<file path="src/rtl/multicycle_control_unit.sv">
// Multicycle sequencing FSM for an RV64I subset (R/I ALU, ld, sd, beq, bne).
// Drives datapath strobes one phase per cycle and traps on illegal opcodes or memory timeouts.
module multicycle_control_unit #(
  parameter int TIMEOUT = 16,
  parameter int CNT_W   = 32
) (
  input  logic             clk,
  input  logic             reset,
  input  logic [6:0]       opcode,
  input  logic [2:0]       funct3,
  input  logic             alu_zero,
  input  logic             imem_ready,
  input  logic             dmem_ready,
  output logic             imem_req,
  output logic             ir_write,
  output logic             dmem_req,
  output logic             dmem_we,
  output logic             alu_src,
  output logic [1:0]       alu_op,
  output logic             mem_to_reg,
  output logic             reg_write,
  output logic             pc_write,
  output logic             pc_src,
  output logic             illegal,
  output logic             bus_error,
  output logic [CNT_W-1:0] retired
);

  localparam int WAIT_W = $clog2(TIMEOUT + 1);

  localparam logic [6:0] OPC_R  = 7'b0110011;
  localparam logic [6:0] OPC_I  = 7'b0010011;
  localparam logic [6:0] OPC_LD = 7'b0000011;
  localparam logic [6:0] OPC_SD = 7'b0100011;
  localparam logic [6:0] OPC_BR = 7'b1100011;

  localparam logic [1:0] ALU_ADD = 2'b00;
  localparam logic [1:0] ALU_SUB = 2'b01;
  localparam logic [1:0] ALU_FN  = 2'b10;

  typedef enum logic [2:0] {S_FETCH, S_DECODE, S_EXEC, S_MEM, S_WB, S_TRAP} state_t;
  typedef enum logic [2:0] {C_NONE, C_R, C_I, C_LD, C_SD, C_BEQ, C_BNE} class_t;

  state_t             r_state;
  state_t             w_next_state;
  class_t             r_class;
  class_t             w_decode_class;
  logic               w_decode_legal;
  logic [WAIT_W-1:0]  r_wait;
  logic               w_wait_hit;
  logic               w_waiting;
  logic               w_load_class;
  logic               w_retire;
  logic               w_set_illegal;
  logic               w_set_bus_error;
  logic               r_illegal;
  logic               r_bus_error;
  logic [CNT_W-1:0]   r_retired;

  // The last unready cycle before the count would reach TIMEOUT is the one that traps.
  assign w_wait_hit = (r_wait == WAIT_W'(TIMEOUT - 1));
  assign w_waiting  = (r_state == S_FETCH) || (r_state == S_MEM);

  // Branches are split into BEQ/BNE classes so EXEC never needs funct3 again.
  always_comb begin
    w_decode_class = C_NONE;
    w_decode_legal = 1'b1;
    case (opcode)
      OPC_R:  w_decode_class = C_R;
      OPC_I:  w_decode_class = C_I;
      OPC_LD: w_decode_class = C_LD;
      OPC_SD: w_decode_class = C_SD;
      OPC_BR: begin
        if (funct3 == 3'b000)      w_decode_class = C_BEQ;
        else if (funct3 == 3'b001) w_decode_class = C_BNE;
        else                       w_decode_legal = 1'b0;
      end
      default: w_decode_legal = 1'b0;
    endcase
  end

  // NOTE: every signal gets a default before the case so no path leaves one unassigned (no latches).
  always_comb begin
    w_next_state    = r_state;
    w_load_class    = 1'b0;
    w_retire        = 1'b0;
    w_set_illegal   = 1'b0;
    w_set_bus_error = 1'b0;
    imem_req        = 1'b0;
    ir_write        = 1'b0;
    dmem_req        = 1'b0;
    dmem_we         = 1'b0;
    alu_src         = 1'b0;
    alu_op          = ALU_ADD;
    mem_to_reg      = 1'b0;
    reg_write       = 1'b0;
    pc_write        = 1'b0;
    pc_src          = 1'b0;

    case (r_state)
      S_FETCH: begin
        imem_req = 1'b1;
        if (imem_ready) begin
          ir_write     = 1'b1;
          w_next_state = S_DECODE;
        end else if (w_wait_hit) begin
          w_set_bus_error = 1'b1;
          w_next_state    = S_TRAP;
        end
      end
      S_DECODE: begin
        w_load_class = 1'b1;
        if (w_decode_legal) begin
          w_next_state = S_EXEC;
        end else begin
          w_set_illegal = 1'b1;
          w_next_state  = S_TRAP;
        end
      end
      S_EXEC: begin
        case (r_class)
          C_R: begin
            alu_op       = ALU_FN;
            w_next_state = S_WB;
          end
          C_I: begin
            alu_op       = ALU_FN;
            alu_src      = 1'b1;
            w_next_state = S_WB;
          end
          C_LD, C_SD: begin
            alu_src      = 1'b1;
            w_next_state = S_MEM;
          end
          C_BEQ, C_BNE: begin
            alu_op       = ALU_SUB;
            pc_write     = 1'b1;
            pc_src       = (r_class == C_BEQ) ? alu_zero : !alu_zero;
            w_retire     = 1'b1;
            w_next_state = S_FETCH;
          end
          default: w_next_state = S_TRAP;
        endcase
      end
      S_MEM: begin
        dmem_req = 1'b1;
        alu_src  = 1'b1;
        dmem_we  = (r_class == C_SD);
        if (dmem_ready) begin
          if (r_class == C_LD) begin
            w_next_state = S_WB;
          end else begin
            pc_write     = 1'b1;
            w_retire     = 1'b1;
            w_next_state = S_FETCH;
          end
        end else if (w_wait_hit) begin
          w_set_bus_error = 1'b1;
          w_next_state    = S_TRAP;
        end
      end
      S_WB: begin
        reg_write    = 1'b1;
        mem_to_reg   = (r_class == C_LD);
        pc_write     = 1'b1;
        w_retire     = 1'b1;
        w_next_state = S_FETCH;
      end
      default: ;
    endcase

    // A reset cycle aborts the instruction in flight: no strobe may reach the datapath.
    if (reset) begin
      imem_req   = 1'b0;
      ir_write   = 1'b0;
      dmem_req   = 1'b0;
      dmem_we    = 1'b0;
      alu_src    = 1'b0;
      alu_op     = ALU_ADD;
      mem_to_reg = 1'b0;
      reg_write  = 1'b0;
      pc_write   = 1'b0;
      pc_src     = 1'b0;
    end
  end

  // NOTE: sequential state uses non-blocking assignments so every register samples pre-edge values.
  always_ff @(posedge clk) begin
    if (reset) begin
      r_state     <= S_FETCH;
      r_class     <= C_NONE;
      r_wait      <= '0;
      r_retired   <= '0;
      r_illegal   <= 1'b0;
      r_bus_error <= 1'b0;
    end else begin
      r_state <= w_next_state;
      if (w_load_class) r_class <= w_decode_class;
      if (w_next_state != r_state) r_wait <= '0;
      else if (w_waiting)          r_wait <= r_wait + WAIT_W'(1);
      if (w_retire)        r_retired   <= r_retired + CNT_W'(1);
      if (w_set_illegal)   r_illegal   <= 1'b1;
      if (w_set_bus_error) r_bus_error <= 1'b1;
    end
  end

  assign illegal   = r_illegal;
  assign bus_error = r_bus_error;
  assign retired   = r_retired;

endmodule
</file>
<file path="config.mk">
export PLATFORM = sky130hd
export DESIGN_NAME = multicycle_control_unit
export DESIGN_NICKNAME = d
export VERILOG_FILES = /design/src/rtl/multicycle_control_unit.sv
export SDC_FILE = /design/constraint.sdc
export NUM_CORES = 1
export LEC_CHECK = 0
export CAP_MARGIN = 20
export CORE_MARGIN = 3
export CORE_UTILIZATION = 50
export CTS_CLUSTER_DIAMETER = 50
export DETAILED_ROUTE_END_ITERATION = 10
export GPL_TIMING_DRIVEN = 0
export PLACE_DENSITY_LB_ADDON = 0.05
export SYNTH_ARGS = -nofsm -noshare
export SYNTH_HDL_FRONTEND = slang
export SYNTH_SLANG_ARGS = --single-unit
</file>
<file path="constraint.sdc">
create_clock -name clk -period 2.8 [get_ports clk]
set_input_delay 0.42 -clock clk [delete_from_list [all_inputs] [get_ports clk]]
set_output_delay 0.42 -clock clk [all_outputs]
set_load 0.01 [all_outputs]
</file>
# Word-level counts from Yosys, hierarchy flattened
# Index checks and enable logic that the tools add are counted.
# totals
reg_bits	45
input_bits	15
output_inout_bits	45
wordCells	84
# op_classes
n_addsub	2
n_eq_ne	18
muxes	48
reduce_logical	10
# op_table
cell	n
32-bit by 1-bit adder with 32-bit output (second input constant)	1
1-bit two-way mux	31
3-bit case mux with 5 select lines	2
3-bit two-way mux	7
7-bit by 6-bit == test with 1-bit output (second input constant)	2
3-bit by 2-bit == test with 1-bit output (second input constant)	4
3-bit == test (second input constant)	4
3-bit by 1-bit == test with 1-bit output (second input constant)	3
3-bit case mux with 3 select lines	1
2-bit OR reduction	4
7-bit by 2-bit == test with 1-bit output (second input constant)	1
7-bit by 5-bit == test with 1-bit output (second input constant)	1
7-bit == test (second input constant)	1
3-bit zero test	2
1-bit case mux with 2 select lines	3
5-bit by 1-bit adder with 5-bit output (second input constant)	1
5-bit by 4-bit == test with 1-bit output (second input constant)	1
2-bit two-way mux	2
2-bit case mux with 2 select lines	1
4-bit OR reduction	1
3-bit != test	1
1-bit case mux with 3 select lines	1
3-bit OR reduction	1
1-bit zero test	1
1-bit logical OR	1

# Depth between registers and ports, before layout
# Gate-level depths: netlist (run 1).
# logic_depth
ltp_word	8
mapped_depth	8
depth_no_buf	8

# Worst setup path before layout (run 1)
# OpenSTA, ideal clock, no wires.
# synth_timing
path_kind	register -> register
from	register r_retired[2] (netlist: retired[2])
to	register r_retired[31] (netlist: retired[31])
setup_time_ps	121
arrival_ps	2141
required_time_ps	2679
path_slack_ps	537
path_stages_with_launch	7
n_path_buf	1
synth_period_minus_slack_ps	2263
path_cell_list	dfxtp_1 buf_2 nand3_1 or4_1 a211oi_4 or3b_1 mux2_4
# synth_via
elab_chain_len	1
# synth_rtl
element	line	rtl
from (decl)	58	logic [CNT_W-1:0] r_retired;
from (signal assigned)	201	if (w_retire) r_retired <= r_retired + CNT_W'(1);
32-bit by 1-bit adder with 32-bit output	201	
# No other way between the ends.
# A chain may end at the register's enable or synchronous reset.

# Final worst setup path (run 1)
# layout_timing
from	input dmem_ready
to	output pc_write
# layout_via
elab_chain_len	3
# layout_rtl
element	line	rtl
from (decl)	13	input logic dmem_ready,
1-bit two-way mux	149	if (dmem_ready) begin
1-bit case mux with 3 select lines	100	case (r_state)
1-bit two-way mux	173	if (reset) begin
to (decl)	22	output logic pc_write,
# No other way between the ends.

==> flow_metrics.env, run 1 <==
export IMPL_grt_overflow_total=0
export IMPL_placed_cell_area_mm2=0.00329
export IMPL_cts_tree="done"
export IMPL_start_util_pct=53.5
export IMPL_synth_seq_cells=45
export IMPL_ys_async_sr_fraction_pct=0
export IMPL_hold_viol_final=0
export IMPL_pin_count_of_the_biggest_net_entering_global_routing=15
export IMPL_synth_cells=316
export IMPL_cts_num_sinks=45
export IMPL_initial_antenna_violation_count=0
export IMPL_arrival_ns=2.28
export IMPL_wire_per_inst_um=14.2
export IMPL_layout_area_overhead_vs_synth_pct=31.5
export IMPL_finalCriticalPeriod_ns=2.70
export IMPL_maxSlewHeadroom_pct=56.9
export IMPL_timing_setup_critical_path_class="input pin to output pin"
export IMPL_preCtsSetupSlack_ns=-0.476
export IMPL_timing_hold_worst_class="flop to flop"
export IMPL_antenna_cells_inserted=0
export IMPL_cp_end_kind="output pin"
export IMPL_die_w_um=78.3
export IMPL_design_core_area_mm2=0.00488
export IMPL_finalWorstSetupSlack_ns=0.0953
export IMPL_die_y_um=78.3
export IMPL_vdd_drop_max_mv=0.325
export IMPL_achievable_clock_frequency_ghz=0.370
export IMPL_first_pass_grt_wire_length_um=11100
export IMPL_die_area_mm2=0.00613
export IMPL_root_buffer="clkbuf_8"
export IMPL_power_density_mw_per_mm2=365
export IMPL_unrepaired_setup_endpoints_after_global_routing="false"
export IMPL_routabilityCongestion=0.892
export IMPL_max_cap_violations=0
export IMPL_report_final_slew_viol_count=0
export IMPL_static_leakage_power_nw=1.12
export IMPL_timing_final_crit_share_pct=96.6
export IMPL_detailedRoute_firstIterationViolations=185
export IMPL_via_per_inst=5.68
export IMPL_startpoint="dmem_ready"
export IMPL_firstDrtPassIters=4
export IMPL_nNetsFinal=401
export IMPL_post_synth_net_total=334
export IMPL_post_cts_hold_buffer_count=0
export IMPL_clk_path_buf_depth=2
export IMPL_rr_startpoint="retired[2]"
export IMPL_finish_instance_area_mm2=0.00343
export IMPL_crit_path_end="pc_write"
export IMPL_first_global_vias=2394
export IMPL_drcViolationCount=0
export IMPL_totalWireLength_um=6410
export IMPL_insertion_delay_ns=0.30
export IMPL_synth_yosys_seq_area_share_pct=34.5
export IMPL_total_of_endpoints_with_negative_setup_slack_in_the_final_report=0
export IMPL_post_route_hold_slack_ns=0.463
export IMPL_worstHoldStart="illegal"
export IMPL_postSynthAreaPerCell_um2=8.26
export IMPL_ff2ff_setup_slack_ns=0.39
export IMPL_cts_htree_levels=2
export IMPL_placement_io_buffers=59
export IMPL_crit_fanout=6
export IMPL_ys_dominant_reg_cell="dfxtp_1"
export IMPL_worstRegToRegCells=6
export IMPL_run_status="finished, final reports clean"
export IMPL_post_route_skew_ns=0.0106
export IMPL_num_vias=2561
export IMPL_grt_total_usage_pct=21.8
export IMPL_synth_enable_flop_cells=0
export IMPL_floorplan_io_pins=60
export IMPL_synth_distinct_cells=54
export IMPL_tightest_slew_ns=0.647
export IMPL_rr_endpoint="retired[31]"
export IMPL_cts_buffers_inserted=5
export IMPL_layout_filler_cells=443
export IMPL_place_detailed_hpwl_um=4820
export IMPL_worstSetupStartpointType="input pin"
export IMPL_clkTransAtPathRegs_ns=0.08
export IMPL_num_rows=25
export IMPL_ys_warn_count=0
export IMPL_utilization_pct=70.4
export IMPL_synth_cell_area_mm2=0.00261
export IMPL_drive_above_1_share_pct=11.5
export IMPL_fin_setup_tns_ns=0
export IMPL_worst_endpoint_required_ns=2.38
export IMPL_postRouteAntennaNets=0
-- critical path, cell delays in order --
cell	delay (ns)
clkdlybuf4s50_1	0.56
nor2b_4	0.21
a32oi_4	0.11
and2_0	0.15
clkbuf_1	0.16
nor2_1	0.12
clkdlybuf4s50_1	0.56
-- per-stage QoR --
stage	instances	power [mW]
finish	451	1.25
CTS	452	1.27
detailed placement	442	0.837
floorplan	316	0.768
global placement	442	0.834
global route	451	1.32
-- registers in the layout, indices dropped and copies added, names as in the netlist --
name,flops
r_state,3
r_class,3
illegal,1
r_wait,5
bus_error,1
retired,32
-- layout make-up --
type                    instances  area (µm²)  share of cell area, %
repair buffers                 61         608                   17.7
clock inverters                 2        13.8                  0.401
plain buffers                  20        92.6                   2.70
flip-flops and latches         45         901                   26.2
clock buffers                   6        82.6                   2.41
inverters                       9        33.8                  0.984
multi-input cells             241        1620                   47.1
well taps                      67        83.8                   2.44
-- worst min-delay path by stage --
| stage | to | slack [ns] | cells past startpoint |
|---|---|---|---|
| 2_1_floorplan | illegal | 0.47 | 2 |
| 3_3_place_gp | illegal | 0.45 | 2 |
| 3_5_place_dp | illegal | 0.45 | 2 |
| 4_1_cts | illegal | 0.47 | 2 |
| 5_1_grt | illegal | 0.49 | 2 |
| 6_report | illegal | 0.46 | 2 |
-- synthesized netlist by cell type, types with 3 or more instances --
cell | number | area [µm²]
and4_1 | 3 | 26.3
a2111oi_0 | 7 | 61.3
ha_1 | 3 | 37.5
nand4_1 | 9 | 56.3
clkbuf_1 | 13 | 48.8
nor3_1 | 8 | 40.0
a2111oi_2 | 7 | 105
nand3b_1 | 3 | 22.5
or2_2 | 4 | 25.0
nor4_1 | 3 | 18.8
nor2_1 | 48 | 180
xnor2_1 | 26 | 228
xor2_1 | 4 | 35.0
nand2_1 | 22 | 82.6
and3_1 | 6 | 37.5
mux2_2 | 4 | 45.0
nand3_1 | 11 | 55.1
nand2b_1 | 4 | 25.0
a21oi_1 | 10 | 50.1
inv_1 | 9 | 33.8
buf_2 | 6 | 30.0
nor2b_1 | 9 | 56.3
nor3b_1 | 3 | 22.5
a211oi_1 | 9 | 67.6
o21ai_0 | 6 | 30.0
dfxtp_1 | 45 | 901
-- per-layer routing --
metal	wire length, µm	track usage (%)	vias up	share of wire [%]
met1	2950	28.7	1211	46
li1	-	-	1273	-
met3	351	3.67	6	5.5
met4	45	5.94	0	0.70
met2	3060	36.9	71	48
met5	0	0	-	0
-- placed cells by master, fill, tap and decap left out, types with 2 or more instances in the layout --
cell type	n
clkbuf_4	2
a31oi_1	2
nor2b_1	8
buf_4	2
a211oi_1	9
nand3_1	11
nand2_1	22
nand4_1	9
xnor2_1	26
ha_1	3
nor3_1	8
dfxtp_1	45
and3_1	6
or4_1	2
a22oi_1	2
a2111oi_2	7
clkbuf_2	2
clkbuf_8	6
clkbuf_1	10
a2111oi_0	6
or2_2	4
o21ai_0	6
clkdlybuf4s50_1	58
xor2_1	4
nor4_1	3
nand3b_1	3
a21oi_1	10
buf_2	6
o21a_1	2
and4_1	3
nor2_1	48
inv_1	9
mux2_2	4
nand2b_1	4
nor3b_1	3
-- cells by family after synthesis --
| kind of cell | after synthesis | synth area share [%] |
|---|---|---|
| and+or+nand+nor | 145 | 28.7 |
| AOI/OAI and AO/OA | 57 | 18.0 |
| DFF | 45 | 34.5 |
| xor gates and xnor gates | 30 | 10.1 |
| buffers and inverters | 30 | 4.60 |
| muxes | 6 | 2.68 |
| adders and majority gates | 3 | 1.44 |
-- power breakdown --
group | internal, mW | total (mW) | switching (mW) | leakage, nW
clock network | 0.200 | 0.422 | 0.222 | 0.0512
registers | 0.649 | 0.659 | 0.0105 | 0.363
logic | 0.0747 | 0.173 | 0.0984 | 0.701
-- timing repair --
item,in CTS,in global routing
hold endpoints to repair,0,0
resized for setup,7,8
setup buffers,2,0
setup endpoints to repair,3,4
pin swaps,2,0
Power figures use the tool's default switching activity.
==> run 2, diff against run 1 <==
--- a/config.mk
+++ b/config.mk
@@ -12,6 +12,7 @@
 export DETAILED_ROUTE_END_ITERATION = 10
 export GPL_TIMING_DRIVEN = 0
 export PLACE_DENSITY_LB_ADDON = 0.05
+export SLEW_MARGIN = 10
 export SYNTH_ARGS = -nofsm -noshare
 export SYNTH_HDL_FRONTEND = slang
 export SYNTH_SLANG_ARGS = --single-unit
==> results of run 2 <==
Same layout as run 1: the final DEF is identical, and so are final timing and power.
